===== config.mk =====
export PLATFORM = sky130hd
export DESIGN_NAME = ps2_keyboard
export DESIGN_NICKNAME = d
export VERILOG_FILES = /design/src/rtl/ps2_pkg.sv /design/src/rtl/ps2_fifo.sv /design/src/rtl/ps2_keyboard.sv
export SDC_FILE = /design/constraint.sdc
export NUM_CORES = 1
export LEC_CHECK = 0
export ABC_AREA = 1
export CORE_ASPECT_RATIO = 1.75
export CORE_MARGIN = 2
export CORE_UTILIZATION = 40
export DETAILED_ROUTE_END_ITERATION = 12
export PLACE_DENSITY_LB_ADDON = 0.1
export SETUP_SLACK_MARGIN = 0.3
export SLEW_MARGIN = 20
export SYNTH_ARGS = -nofsm -noshare
export SYNTH_HDL_FRONTEND = slang
export SYNTH_SLANG_ARGS = --single-unit

===== constraint.sdc =====
create_clock -name clk -period 2.5 [get_ports clk]
set_input_delay 0.5 -clock clk [delete_from_list [all_inputs] [get_ports clk]]
set_output_delay 0.5 -clock clk [all_outputs]
set_load 0.02 [all_outputs]

===== src/rtl/ps2_pkg.sv =====
// Shared PS/2 frame constants and the frame validity check used by the receiver.
package ps2_pkg;

  localparam int FRAME_BITS = 11;
  localparam logic [7:0] BREAK_PREFIX  = 8'hF0;
  localparam logic [7:0] EXTEND_PREFIX = 8'hE0;

  // shift holds {parity, d7..d0, start}; stop is the bit sampled on the last edge
  function automatic logic frame_ok(input logic [9:0] shift, input logic stop);
    return (shift[0] == 1'b0) && (stop == 1'b1) && (^shift[9:1] == 1'b1);
  endfunction

endpackage


===== src/rtl/ps2_fifo.sv =====
// Synchronous byte FIFO; a push is accepted when full only if a pop happens in the same cycle.
module ps2_fifo
  import ps2_pkg::*;
#(
  parameter int DEPTH = 8
) (
  input  logic       clk,
  input  logic       clrn,
  input  logic       push,
  input  logic       pop,
  input  logic [7:0] wdata,
  output logic [7:0] rdata,
  output logic       full,
  output logic       empty
);

  localparam int AW = $clog2(DEPTH);

  logic [7:0]  mem [DEPTH];
  logic [AW:0] wptr;
  logic [AW:0] rptr;
  logic        do_push;
  logic        do_pop;

  assign empty   = (wptr == rptr);
  assign full    = (wptr[AW] != rptr[AW]) && (wptr[AW-1:0] == rptr[AW-1:0]);
  assign do_pop  = pop && !empty;
  assign do_push = push && (!full || do_pop);
  assign rdata   = empty ? 8'h00 : mem[rptr[AW-1:0]];

  always_ff @(posedge clk) begin
    if (!clrn) begin
      wptr <= '0;
      rptr <= '0;
    end else begin
      if (do_push) wptr <= wptr + 1'b1;
      if (do_pop)  rptr <= rptr + 1'b1;
    end
  end

  always_ff @(posedge clk) begin
    if (do_push) mem[wptr[AW-1:0]] <= wdata;
  end

endmodule


===== src/rtl/ps2_keyboard.sv =====
// PS/2 keyboard receiver: synchronizes the raw lines, deframes 11-bit frames and queues valid bytes.
module ps2_keyboard
  import ps2_pkg::*;
#(
  parameter int FIFO_DEPTH     = 8,
  parameter int TIMEOUT_CYCLES = 50000
) (
  input  logic       clk,
  input  logic       clrn,
  input  logic       ps2_clk,
  input  logic       ps2_data,
  input  logic       nextdata_n,
  output logic [7:0] data,
  output logic       ready,
  output logic       overflow
);

  localparam int TW = $clog2(TIMEOUT_CYCLES + 1);
  localparam logic [3:0]    LAST_BIT = 4'(FRAME_BITS - 1);
  localparam logic [TW-1:0] TMR_LOAD = TW'(TIMEOUT_CYCLES - 1);

  logic          clk_s1, clk_s2, clk_s3;
  logic          dat_s1, dat_s2;
  logic [9:0]    shift;
  logic [3:0]    bit_cnt;
  logic [TW-1:0] tmr;
  logic          fall;
  logic          frame_valid;
  logic          fifo_full;
  logic          fifo_empty;
  logic          pop_ok;
  logic          drop;

  assign fall        = clk_s3 & ~clk_s2;
  assign frame_valid = fall && (bit_cnt == LAST_BIT) && frame_ok(shift, dat_s2);
  assign pop_ok      = !nextdata_n && !fifo_empty;
  assign drop        = frame_valid && fifo_full && !pop_ok;
  assign ready       = !fifo_empty;

  always_ff @(posedge clk) begin
    if (!clrn) begin
      clk_s1   <= 1'b1;
      clk_s2   <= 1'b1;
      clk_s3   <= 1'b1;
      dat_s1   <= 1'b1;
      dat_s2   <= 1'b1;
      shift    <= '0;
      bit_cnt  <= '0;
      tmr      <= '0;
      overflow <= 1'b0;
    end else begin
      clk_s1 <= ps2_clk;
      clk_s2 <= clk_s1;
      clk_s3 <= clk_s2;
      dat_s1 <= ps2_data;
      dat_s2 <= dat_s1;

      if (fall) begin
        tmr <= TMR_LOAD;
        if (bit_cnt == LAST_BIT) begin
          bit_cnt <= '0;
          shift   <= '0;
        end else begin
          bit_cnt <= bit_cnt + 1'b1;
          shift   <= {dat_s2, shift[9:1]};
        end
      end else if (bit_cnt != '0) begin
        // a stalled partial frame is dropped so the next start bit realigns
        if (tmr == '0) begin
          bit_cnt <= '0;
          shift   <= '0;
        end else begin
          tmr <= tmr - 1'b1;
        end
      end

      if (drop)        overflow <= 1'b1;
      else if (pop_ok) overflow <= 1'b0;
    end
  end

  ps2_fifo #(.DEPTH(FIFO_DEPTH)) u_fifo (
    .clk   (clk),
    .clrn  (clrn),
    .push  (frame_valid),
    .pop   (!nextdata_n),
    .wdata (shift[8:1]),
    .rdata (data),
    .full  (fifo_full),
    .empty (fifo_empty)
  );

endmodule


==> Word-level counts from Yosys, hierarchy flattened <==
Memories as Yosys holds them, arrays and structs flattened. A register that Yosys moved wholly into a read port is not among the register bits.
Cells that the tools add are included.
{ "word_totals": {"input_bits": 5, "mem_bits_ro": 0, "n_memories": 1, "latch_bits": 0, "ram_bits": 64, "reg_bits": 44, "out_inout_bits": 10} }
{ "memory_table": {"columns": ["name", "depth", "word_bits", "read_ports", "rd_clocked_by_memory_dff", "write_ports", "line", "text"], "rows": [
  ["u_fifo.mem", 8, 8, 1, 1, 1, "ps2_fifo.sv:19", "logic [7:0] mem [DEPTH];"]
]} }
{ "classes": {"bitwise_logic": 5, "n_addsub": 4, "div_mod_pow": 0, "n_eq_ne": 5, "reduce_logical": 24, "n_mul": 0, "n_shift": 0, "n_mux": 18, "n_lt_le_gt_ge": 0} }
{ "op_table": {"columns": ["operator", "count"], "rows": [
  ["two-way mux 16 bit", 3],
  ["two-way mux 10 bit", 4],
  ["zero test 16 bit", 1],
  ["two-way mux 4 bit", 4],
  ["subtractor 16 x 1 -> 16 bit (second input constant)", 1],
  ["adder 4 x 1 -> 4 bit (second input constant)", 3],
  ["logical AND 1 bit", 9],
  ["parity 9 bit", 1],
  ["two-way mux 8 bit", 1],
  ["two-way mux 3 bit", 2],
  ["AND reduction 2 bit", 3],
  ["nonzero test 2 bit", 3],
  ["equality test 4 bit", 1],
  ["equality test 4 bit (second input constant)", 1],
  ["zero test 1 bit", 4],
  ["two-way mux 1 bit", 4],
  ["NOT 1 bit", 4],
  ["nonzero test 4 bit", 1],
  ["equality test 3 bit", 1],
  ["inequality test 2 bit (second input constant)", 1],
  ["OR reduction 2 bit", 1],
  ["bitwise AND 1 bit", 1],
  ["logical OR 1 bit", 1],
  ["inequality test 1 bit", 1]
]} }

==> Longest topological paths before layout <==
{ "depth": {"ltp_word": 7, "depth_mapped": 13, "depth_no_buf": 12} }

==> Hierarchy <==
From an unflattened synthesis, not the netlist that was laid out.
{ "hier_totals": {"hier_cells": 572, "hier_area_um2": 5134.9} }
{ "by_module_without_submodules": {"columns": ["mod", "area_per_inst_um2", "cells_per_inst", "seq_area_each_um2", "n_inst"], "rows": [
  ["ps2_fifo", 3170.5, 284, 2142.1, 1],
  ["ps2_keyboard", 1964.4, 288, 720.7, 1]
]} }

==> Worst setup path before layout <==
Ideal clock, no wire load.
{ "synth_timing": {"path_kind": "register to register", "start": "register bit_cnt[0]", "end": "memory u_fifo.mem[4][0], enable pin", "required_ns": 2.105, "t_arrival_ns": 2.029, "setup_slack_ns": 0.077, "period_less_slack_ns": 2.423, "setup_ns": 0.395, "path_stages_with_launch": 8, "path_cell_list": "dfxtp_1 inv_1 ha_1 nand3_1 nor3_2 nand3_2 buf_6 nor4_1"} }
{ "synth_via": {"elab_chain_len": 6} }
{ "synth_lines": {"columns": ["element", "line", "text"], "rows": [
  ["from (decl)", "ps2_keyboard.sv:25", "logic [3:0] bit_cnt;"],
  ["from (signal assigned)", "ps2_keyboard.sv:64", "bit_cnt <= bit_cnt + 1'b1;"],
  ["equality test 4 bit", "ps2_keyboard.sv:35", "assign frame_valid = fall && (bit_cnt == LAST_BIT) && frame_ok(shift, dat_s2);"],
  ["logical AND 1 bit (2 in series)", "ps2_keyboard.sv:35", null],
  ["logical AND 1 bit", "ps2_fifo.sv:28", "assign do_push = push && (!full || do_pop);"],
  ["two-way mux 1 bit", "ps2_fifo.sv:42", "if (do_push) mem[wptr[AW-1:0]] <= wdata;"],
  ["two-way mux 1 bit (not written as such)", "ps2_fifo.sv:42", null],
  ["to (decl)", "ps2_fifo.sv:19", null]
]} }
Every way passes these cells.

==> Worst setup path after layout <==
{ "layout_timing": {"start": "register u_fifo.wptr[2]", "end": "output port data[5]"} }
{ "layout_via": {"elab_chain_len": 2} }
{ "layout_lines": {"columns": ["element", "line", "text"], "rows": [
  ["from (decl)", "ps2_fifo.sv:20", "logic [AW:0] wptr;"],
  ["from (signal assigned)", "ps2_fifo.sv:36", "if (do_push) wptr <= wptr + 1'b1;"],
  ["equality test 4 bit", "ps2_fifo.sv:25", "assign empty = (wptr == rptr);"],
  ["two-way mux 8 bit", "ps2_fifo.sv:29", "assign rdata = empty ? 8'h00 : mem[rptr[AW-1:0]];"],
  ["to (decl)", "ps2_keyboard.sv:13", "output logic [7:0] data,"]
]} }
Every way passes these cells.

==> out/qor_table.md <==
| Group | Result | This run |
| --- | --- | --- |
| status | Status | complete, no violations |
| critical path | Endpoint class of the critical path | output pin |
| min path | Number of cells on the worst hold path | 1 |
| critical path | Reg2Reg Setup Slack | 0.51 ns |
| clock network | Maximum level of the CTS H-tree | 3 |
| global route | Via count of the first global-routing pass | 3634 |
| timing | Post-layout min period | 2.30 ns |
| placed design | Placed Cells incl. Taps | 723 |
| timing | Final setup TNS | 0 ns |
| cells and area | Number of nets in the layout | 585 |
| global route | Met2 usage | 35.3% |
| critical path | Worst reg-to-reg path cell count | 8 |
| critical path | Data required time at the worst endpoint | 2.00 ns |
| power and ir drop | Internal Dissipation | 2890 uW |
| min path | Path type of the worst min-delay path | register to register |
| floorplan | Width of the die | 87.8 um |
| timing | Max-slew violation total from the final report | 0 |
| global route | GR Overflow Total | 0 |
| cells and area | Cell Count, Final, Fillers Out | 743 |
| cells and area | Commonest cells after routing, fill and taps aside | nand2_1, nor2_1, edfxtp_1 |
| placed design | Placed wire-length estimate | 8130 um |
| global route | Global routing met3 resource utilization | 2.96% |
| clock network | Maximum buffer depth of the clock tree | 2 |
| power and ir drop | Gate power share | 17.3% |
| power and ir drop | Switching portion of total power | 28.0% |
| placed design | Worst Setup Slack post-DPL | 0.0845 ns |
| synthesis | Synth warnings | 0 |
| clock network | Root buffer selected by CTS | clkbuf_16 |
| floorplan | Count of boundary I/O pins | 15 |
| power and ir drop | Cell leakage power | 0.00224 uW |
| critical path | Delay-heaviest family, CP | simple AND/OR/NAND/NOR gates |
| floorplan | Floorplan die area | 13200 um2 |
| critical path | Max Fanout on Critical Path | 5 |
| cells and area | Share of final-layout standard cells stronger than drive strength 1 | 17.3% |
| synthesis | Post-synthesis async set-or-reset flop share | 0% |
| synthesis | Netlist cell types | 38 |
| power and ir drop | Total power consumption of the routed design | 4020 uW |
| cells and area | Layout overhead on the synthesized area | 17.4% |
| global route | Pin count of the biggest net entering global routing | 25 |
| drt | Wire length per cell after detailed routing | 15.3 um |
| power and ir drop | Total power density per cell area | 696 nW/um2 |
| drt | 1st-iter DRT viols | 206 |
| critical path | Slowest cell on crit path | dfxtp_2 |
| floorplan | Number of cell rows | 53 |
| critical path | Worst setup SP type | register |
| synthesis | Most common flop cell mapped by yosys | edfxtp_1 |
| power and ir drop | Worst vdd ir | 421 uV |
| cells and area | Number of antenna diodes | 0 |
| clock network | Clk slew on worst S/H paths | 0.07 ns |
| synthesis | Post-Synthesis Cell Area | 4910 um2 |
| drt | Remaining routing DRC violations | 0 |
| min path | Hold Crit Endpoint | clk_s2 |
| global route | First-pass GRT wire length | 18100 um |
| drt | Routed vias/inst | 4.95 |
| timing | Slew at the pin closest to its max-slew limit | 0.606 ns |
| power and ir drop | Reported net switching power | 1130 uW |
| clock network | Clock net sink count | 111 |
| power and ir drop | Share of total power in sequential cells | 49.6% |
| min path | Hold_sp | clk_s1 |
| global route | Number of antenna violations at the first check in global routing | 0 |
| critical path | CP Class | register to output pin |
| drt | Routed vias | 3677 |
| drt | Final wirelength | 11400 um |
| synthesis | Mean cell area of the mapped netlist | 9.31 um2 |
| timing | Share of the cycle needed by the critical path after routing | 91.9% |
| synthesis | Sequential area share after synthesis | 58.3% |
| drt | Antenna-violating nets left | 0 |
| clock network | Quantity of hold-fixing buffers added after cts | 0 |
| cells and area | Seq. cell area | 2870 um2 |
| timing | Relative slew slack | 59.6% |
| critical path | Crit path arrival time | 1.80 ns |
| floorplan | Starting density of the core | 40.9% |
| global route | Most congested layer reported by global routing | met2 |
| drt | First-pass detailed-route iteration total | 4 |
| synthesis | Synthesized instance count | 528 |
| timing | Skew final | 0.00993 ns |
| clock network | Insertion delay of the later-clocked pin in the worst-skew pair | 0.35 ns |
| timing | Peak clock frequency supported by timing | 435 MHz |
| global route | Total global routing track utilization | 18.2% |
| critical path | Reg2reg end | u_fifo.mem[4][6] |
| floorplan | Area of the core region | 12000 um2 |
| timing | Final setup violation count | 0 |
| critical path | Most used cell, CP | buf_4 |
| placed design | IO buf count | 14 |
| critical path | Cells along the critical path | xor2_1 > nor2_1 > nand2_1 > nor2_4 > buf_4 > inv_4 > o21ai_1 > a31oi_1 > buf_4 |
| floorplan | Die Height | 151 um |
| critical path | Critical R2R Launch | bit_cnt[0] |
| timing | Min setup slack post-route | 0.202 ns |
| timing | Setup repair after global routing missed its margin | yes |
| power and ir drop | Part of the total power dissipated in the clock network | 33.1% |
| placed design | Weighted congestion reported at the end of routability-driven placement | 0.841 |
| global route | Grt met1 use | 18.8% |
| synthesis | Post-Synthesis Net Count | 540 |
| cells and area | Share of the core filled with cells in the final layout | 48.1% |
| clock network | CTS tree | yes |
| timing | Final-report hold violation count | 0 |
| critical path | Worst path bufs/invs | 3 |
| synthesis | Number of enable-type register cells in the synthesized netlist | 64 |
| critical path | Crit path largest cell delay | 0.32 ns |
| cells and area | Filler cell count | 1168 |
| cells and area | Area used by multi-input combinational logic | 1830 um2 |
| run | Count of max-cap constraint violations | 0 |
| synthesis | Total of flip-flops plus latches after synthesis | 111 |
| cells and area | Most frequent standard cell in the layout excluding fill and tap cells | nand2_1 |
| clock network | Number of clock buffers inserted by TritonCTS | 9 |
cell usage after synthesis, types with 8 or more instances:
cell type | instances | share of area (%)
nand2_1 | 90 | 6.9
a31oi_1 | 10 | 1.3
nand4_1 | 10 | 1.3
o21ai_0 | 48 | 4.9
inv_1 | 42 | 3.2
a21oi_1 | 28 | 2.9
clkbuf_1 | 11 | 0.84
o22ai_1 | 8 | 1.0
nand3_1 | 19 | 1.9
edfxtp_1 | 64 | 39
nor2_1 | 85 | 6.5
dfxtp_1 | 47 | 19
cell families (layout without fill, tap and decap cells):
family / after synthesis / in the layout / synth area share [%]
simple gates: 236 / 236 / 21.7
buf+inv: 64 / 114 / 5.35
fa+ha+maj: 7 / 7 / 1.78
xor+xnor: 11 / 11 / 1.96
flops: 111 / 111 / 58.3
compound gates: 99 / 99 / 10.9
metrics by stage:
| step | area, um2 | hold WS [ns] |
|---|---|---|
| finish | 5770 | 0.415 |
| global route | 5770 | 0.433 |
| CTS | 5730 | 0.420 |
| detailed placement | 5440 | 0.402 |
| global placement | 5440 | 0.396 |
| floorplan | 4910 | 0.393 |
worst max-delay path by stage:
stage                         from          endpoint  slack, ns  cells after the start
finish              u_fifo.wptr[2]           data[5]       0.20                      9
global route        u_fifo.wptr[2]           data[5]       0.05                      9
CTS                       register           data[5]       0.16                      7
detailed placement  u_fifo.wptr[0]           data[5]       0.08                      8
global placement          register           data[1]       0.08                      6
floorplan               bit_cnt[0]  u_fifo.mem[4][0]       0.08                      7
sequential cells by signal (all words and copies together), names as in the netlist, 4 cells and up, named ones only:
signal / count
shift: 10
u_fifo.rptr: 4
bit_cnt: 4
u_fifo.wptr: 4
tmr: 16
u_fifo.mem: 64
worst register-to-register path: cells and delay by family, from the launching register on:
kind / cells / cell delay (ns)
buf+inv: 3 / 0.53
flops: 1 / 0.33
simple gates: 4 / 0.66
fa+ha+maj: 1 / 0.16
metal layers:
metal / vias up / share of wire, %
met5: - / 0
met4: 0 / 2.0
met3: 15 / 1.9
met2: 42 / 58
met1: 1736 / 38
li1: 1884 / -
final cells by class:
cell class	count	share of cell area [%]
flip-flops and latches	111	49.8
multi-input cells	353	31.7
repair buffers	51	7.09
clock buffers	10	3.97
well taps	165	3.58
inverters	46	3.04
clock inverters	6	0.759
repair inverters	1	0.130
power groups by stage:
stage          Sequential, uW  Clock [uW]  Combinational, uW
6_report                 1990        1330                697
5_1_grt                  2000        1450                774
4_1_cts                  1990        1370                672
3_5_place_dp             2030           0                672
3_3_place_gp             2030           0                662
2_1_floorplan            2020           0                457
repair_timing:
item,CTS,global route
cloned,0,1
resized for setup,47,28
endpoints found under the setup margin,9,73
buffers inserted,0,3
pin swaps,2,2
(Power assumes the default switching activity.)
